`config.mk`:
```
export PLATFORM = sky130hd
export DESIGN_NAME = gpio_serial_loader
export DESIGN_NICKNAME = d
export VERILOG_FILES = /design/src/rtl/gpio_serial_loader.sv
export SDC_FILE = /design/constraint.sdc
export NUM_CORES = 1
export LEC_CHECK = 0
export ABC_CLOCK_PERIOD_IN_PS = 5800
export CAP_MARGIN = 20
export CORE_AREA = 2 2 106 108
export CTS_BUF_LIST = sky130_fd_sc_hd__clkbuf_8
export DETAILED_ROUTE_END_ITERATION = 16
export DIE_AREA = 0 0 108 110
export DONT_BUFFER_PORTS = 1
export GPL_ROUTABILITY_DRIVEN = 0
export PLACE_DENSITY = 0.54
export SKIP_LAST_GASP = 1
export SYNTH_ARGS = -nofsm -noshare
export SYNTH_HDL_FRONTEND = slang
export SYNTH_SLANG_ARGS = --single-unit
```
`constraint.sdc`:
```
create_clock -name clock -period 5.8 [get_ports clock]
set_clock_uncertainty 0.05 [all_clocks]
set_input_delay 0.29 -clock clock [delete_from_list [all_inputs] [get_ports clock]]
set_output_delay 0.29 -clock clock [all_outputs]
set_load 0.05 [all_outputs]
```
`src/rtl/gpio_serial_loader.sv`:
```
// Serial loader for the daisy-chained GPIO configuration chain: shifts one word
// per pad (highest pad first, MSB first), then pulses the chain load strobe.
module gpio_serial_loader #(
    parameter int NUM_GPIO   = 19,
    parameter int WORD_WIDTH = 13,
    parameter int CLK_DIV    = 1,
    localparam int IDX_W     = (NUM_GPIO > 1) ? $clog2(NUM_GPIO) : 1
) (
    input  logic                           clock,
    input  logic                           reset,
    input  logic                           start,
    input  logic                           src_sel,
    input  logic [WORD_WIDTH-1:0]          cfg_word,
    input  logic [NUM_GPIO*WORD_WIDTH-1:0] gpio_defaults,
    output logic [IDX_W-1:0]               cfg_idx,
    output logic                           busy,
    output logic                           done,
    output logic                           serial_clock,
    output logic                           serial_data,
    output logic                           serial_load
);
    localparam int BIT_W = (WORD_WIDTH > 1) ? $clog2(WORD_WIDTH) : 1;
    localparam logic [IDX_W-1:0]   IDX_LAST = IDX_W'(NUM_GPIO - 1);
    localparam logic [BIT_W-1:0]   BIT_LAST = BIT_W'(WORD_WIDTH - 1);
    localparam logic [CLK_DIV-1:0] DIV_LAST = CLK_DIV'(CLK_DIV - 1);

    typedef enum logic [2:0] {IDLE, FETCH, LOW, HIGH, LOAD, DONE} state_t;

    state_t                  state_q;
    logic                    srcSel_q;
    logic [IDX_W-1:0]        cfgIdx_q;
    logic [BIT_W-1:0]        bitCnt_q;
    logic [CLK_DIV-1:0]      divCnt_q;
    logic [WORD_WIDTH-1:0]   shreg_q;
    logic [WORD_WIDTH-1:0]   shreg_d;
    logic [WORD_WIDTH-1:0]   fetchWord;
    logic                    divDone;
    logic                    busy_q;
    logic                    done_q;
    logic                    sclk_q;
    logic                    sdata_q;
    logic                    sload_q;

    // The shift register is loaded at the end of FETCH and shifted when a HIGH phase ends.
    always_comb begin
        fetchWord = srcSel_q ? gpio_defaults[int'(cfgIdx_q)*WORD_WIDTH +: WORD_WIDTH] : cfg_word;
        divDone   = (divCnt_q == DIV_LAST);
        shreg_d   = shreg_q;
        if (state_q == FETCH)
            shreg_d = fetchWord;
        else if (state_q == HIGH && divDone)
            shreg_d = shreg_q << 1;
    end

    always_ff @(posedge clock) begin
        if (reset) begin
            state_q  <= IDLE;
            srcSel_q <= 1'b0;
            cfgIdx_q <= '0;
            bitCnt_q <= '0;
            divCnt_q <= '0;
            shreg_q  <= '0;
            busy_q   <= 1'b0;
            done_q   <= 1'b0;
            sclk_q   <= 1'b0;
            sdata_q  <= 1'b0;
            sload_q  <= 1'b0;
        end else begin
            shreg_q <= shreg_d;
            case (state_q)
                IDLE: begin
                    if (start) begin
                        srcSel_q <= src_sel;
                        cfgIdx_q <= IDX_LAST;
                        bitCnt_q <= BIT_LAST;
                        divCnt_q <= '0;
                        busy_q   <= 1'b1;
                        state_q  <= FETCH;
                    end
                end
                FETCH: begin
                    divCnt_q <= '0;
                    sdata_q  <= shreg_d[WORD_WIDTH-1];
                    state_q  <= LOW;
                end
                LOW: begin
                    if (divDone) begin
                        divCnt_q <= '0;
                        sclk_q   <= 1'b1;
                        state_q  <= HIGH;
                    end else begin
                        divCnt_q <= divCnt_q + 1'b1;
                    end
                end
                HIGH: begin
                    if (divDone) begin
                        divCnt_q <= '0;
                        sclk_q   <= 1'b0;
                        if (bitCnt_q != '0) begin
                            bitCnt_q <= bitCnt_q - 1'b1;
                            sdata_q  <= shreg_d[WORD_WIDTH-1];
                            state_q  <= LOW;
                        end else if (cfgIdx_q != '0) begin
                            cfgIdx_q <= cfgIdx_q - 1'b1;
                            bitCnt_q <= BIT_LAST;
                            sdata_q  <= 1'b0;
                            state_q  <= FETCH;
                        end else begin
                            sdata_q  <= 1'b0;
                            sload_q  <= 1'b1;
                            state_q  <= LOAD;
                        end
                    end else begin
                        divCnt_q <= divCnt_q + 1'b1;
                    end
                end
                LOAD: begin
                    if (divDone) begin
                        divCnt_q <= '0;
                        sload_q  <= 1'b0;
                        done_q   <= 1'b1;
                        state_q  <= DONE;
                    end else begin
                        divCnt_q <= divCnt_q + 1'b1;
                    end
                end
                DONE: begin
                    done_q  <= 1'b0;
                    busy_q  <= 1'b0;
                    state_q <= IDLE;
                end
                default: state_q <= IDLE;
            endcase
        end
    end

    assign cfg_idx      = cfgIdx_q;
    assign busy         = busy_q;
    assign done         = done_q;
    assign serial_clock = sclk_q;
    assign serial_data  = sdata_q;
    assign serial_load  = sload_q;

endmodule
```
==> out/qor.csv <==
stage,metric,value,unit
status,run status,completed,
clock_network,CTS tree,yes,
worst_hold_path,hold path depth,1,
global_route,first-pass GRT wire length,21000,µm
yosys,register bit total from synthesis,31,
timing,RSZ-0062 raised after global routing,no,
timing,post-route setup TNS,0,ps
drt,total wire length,14700,µm
yosys,"count leader, synth",mux2i_1,
timing,period utilization,51.8,%
yosys,Post-synth EDFFs,0,
flow_run,Max Cap Viol,0,
yosys,mapped cell area,0.00376,mm²
worst_setup_path,critical path class,reg2reg,
timing,Final setup viols,0,
yosys,"Distinct cells, synth",52,
yosys,Mapped Nets,717,
clock_network,Post CTS Setup Buffer Count,0,
die,Initial Util,35.2,%
worst_hold_path,hold wc startpoint,reset,
global_route,Total GRT Usage,23.7,%
drt,DR DRC count,0,
drt,Antenna Violating Nets Remaining,0,
die,num ports,274,
worst_setup_path,CP Capture Type,flop,
timing,min Tclk post-route,3000,ps
yosys,post-synthesis async set-or-reset flop share,0,%
worst_setup_path,CP max FO,37,
yosys,leading cell types by count after synthesis,"mux2i_1 (64), a21oi_1 (56), dfxtp_1 (31), o21ai_0 (31), nor2b_1 (28)",
finish,Final Cell Area,0.00382,mm²
placed_design,Post-Place Cell Area,0.00371,mm²
drt,DR vias/cell,6.50,
global_route,vias in the first global route,3681,
die,# rows,38,
worst_setup_path,Critical R2R Capture,cfg_idx[3],
worst_setup_path,Worst Setup SP,cfg_idx[1],
finish,Nets,684,
finish,layout cell share with drive strength beyond 1,10.5,%
finish,"non-filler cells, final",561,
clock_network,clk sink count,31,
finish,synthesis-to-finish area growth,1.60,%
finish,# fillers,1125,
yosys,leading area contributor after synthesis,mux2i_1,
yosys,Most used DFF post-synth,dfxtp_1,
yosys,Synth top area share,17.0,%
timing,Worst-Margin Slew,1120,ps
yosys,"Seq/Total Area, Yosys",16.5,%
power,total power,715,µW
placed_design,Setup WS pre-CTS,2790,ps
drt,WL per Instance,26.2,µm
drt,DR pass1 iterations,5,
timing,WHS,17.5,ps
clock_network,htree depth,2,
global_route,initial antenna violation count,3,
clock_network,worst skew pair latency,290,ps
die,core area,0.0107,mm²
placed_design,dpl hpwl,11900,µm
worst_setup_path,Startpoint Class,flop,
die,die width,108,µm
global_route,gr ovfl total,0,
global_route,pin count of the biggest net entering global routing,50,
power,Max VDD drop,0.122,mV
worst_hold_path,Tightest Hold Check Type,in2reg,
clock_network,"CTS clk-pin slew, worst paths",70,ps
power,leak pwr,1.04,nW
die,Die H,110,µm
clock_network,TritonCTS Buffers,5,
clock_network,Resize count post-CTS,0,
yosys,Post-Syn Instances,451,
drt,via count,3647,
yosys,Synth area leaders,"mux2i_1 (17%), dfxtp_1 (17%), mux4_2 (9.0%)",
clock_network,CTS Buffer Depth,2,
worst_setup_path,reg2reg start,cfg_idx[1],
die,Die ar.,0.0119,mm²
clock_network,Hold Buf Count CTS,0,
placed_design,IO Port Bufs,0,
finish,post-layout util,35.7,%
timing,Slew HR,25.2,%
worst_setup_path,r2r setup slk,2800,ps
placed_design,DP Cell Count,551,
yosys,Synth Area per Inst,8.34,µm²
drt,First DRT Iteration DRCs,278,
timing,setup ws final,2800,ps
worst_setup_path,Crit path arrival time,3170,ps
worst_setup_path,CP required,5960,ps
timing,Peak Freq,333,MHz
power,Power Dens Cells,187,mW/mm²
worst_hold_path,Hold Path Sink,done,
yosys,synth warn,0,
clock_network,root buffer cell,clkbuf_8,
worst_setup_path,reg2reg path depth,7,
timing,Final Max Slew Viols,0,
timing,Final Hold Fails,0,
-- cell type report --
cell class	instances	area [µm²]	area share [%]
clock inverters	3	37.5	0.982
well taps	140	175	4.58
inverters	6	22.5	0.589
repair buffers	4	30.0	0.786
flip-flops and latches	31	626	16.4
multi-input cells	370	2860	74.8
diodes	2	5.00	0.131
clock buffers	5	68.8	1.80
-- placed cells by master, fill, tap and decap left out, types with 6 or more instances in the layout --
cell / synthesis / routed
mux2i_1: 64 / 64
a21oi_1: 56 / 56
o21ai_0: 31 / 31
dfxtp_1: 31 / 29
nor2b_1: 28 / 28
nor2_1: 25 / 25
a31oi_1: 20 / 20
nand2b_1: 15 / 15
mux4_2: 15 / 15
a22oi_1: 12 / 12
a211oi_1: 12 / 12
a2111oi_0: 12 / 12
o31ai_1: 11 / 11
mux2_2: 11 / 11
inv_1: 6 / 8
nor3_1: 7 / 7
a311oi_1: 6 / 6
-- how the worst max path moves through the flow --
| stage | endpoint | slack [ps] | depth (start not counted) |
|---|---|---|---|
| floorplan | cfg_idx[3] | 3270 | 10 |
| global placement | cfg_idx[3] | 2900 | 7 |
| detailed placement | cfg_idx[3] | 2790 | 7 |
| CTS | cfg_idx[3] | 2780 | 7 |
| global route | cfg_idx[3] | 2540 | 7 |
| finish | cfg_idx[3] | 2800 | 7 |
-- metal layers --
layer | track usage (%) | vias up | part of all wire, %
met5 | 0 | - | 0.21
met4 | 6.32 | 4 | 1.9
met3 | 7.05 | 26 | 9.8
met2 | 41.2 | 223 | 48
met1 | 28.6 | 1702 | 40
li1 | - | 1692 | -
-- cell families (layout without fill, tap and decap cells) --
logic type / Yosys count / after routing / synth area share (%)
AO/OA/AOI/OAI: 168 / 168 / 27.9
AND/OR/NAND/NOR: 105 / 105 / 16.0
multiplexers: 92 / 92 / 30.7
buffers and inverters: 50 / 18 / 7.55
flip-flops: 31 / 31 / 16.5
XOR/XNOR: 3 / 3 / 0.699
adder cells (fa/ha/maj): 2 / 2 / 0.665
other: 0 / 2 / 0
-- where the power goes --
group	leakage [nW]	switching, mW	internal (mW)
registers	0.256	0.0550	0.234
clock network	0.0607	0.0839	0.125
logic	0.719	0.123	0.0944
-- sequential cells by signal, indices dropped and copies added (netlist names) --
register,cells
state_q,3
shreg_q,13
busy,1
srcSel_q,1
bitCnt_q,4
serial_data,1
cfg_idx,5
serial_load,1
serial_clock,1
done,1
-- worst max-delay path, stage by stage (launching register included) --
cell     delay [ps]
dfxtp_2        1000
inv_1           490
ha_1            370
nor4b_1         170
nor3_2          360
nand3_1         150
xor2_1          190
nor3_1          140
No activity file was read; power rests on OpenSTA's default activity.
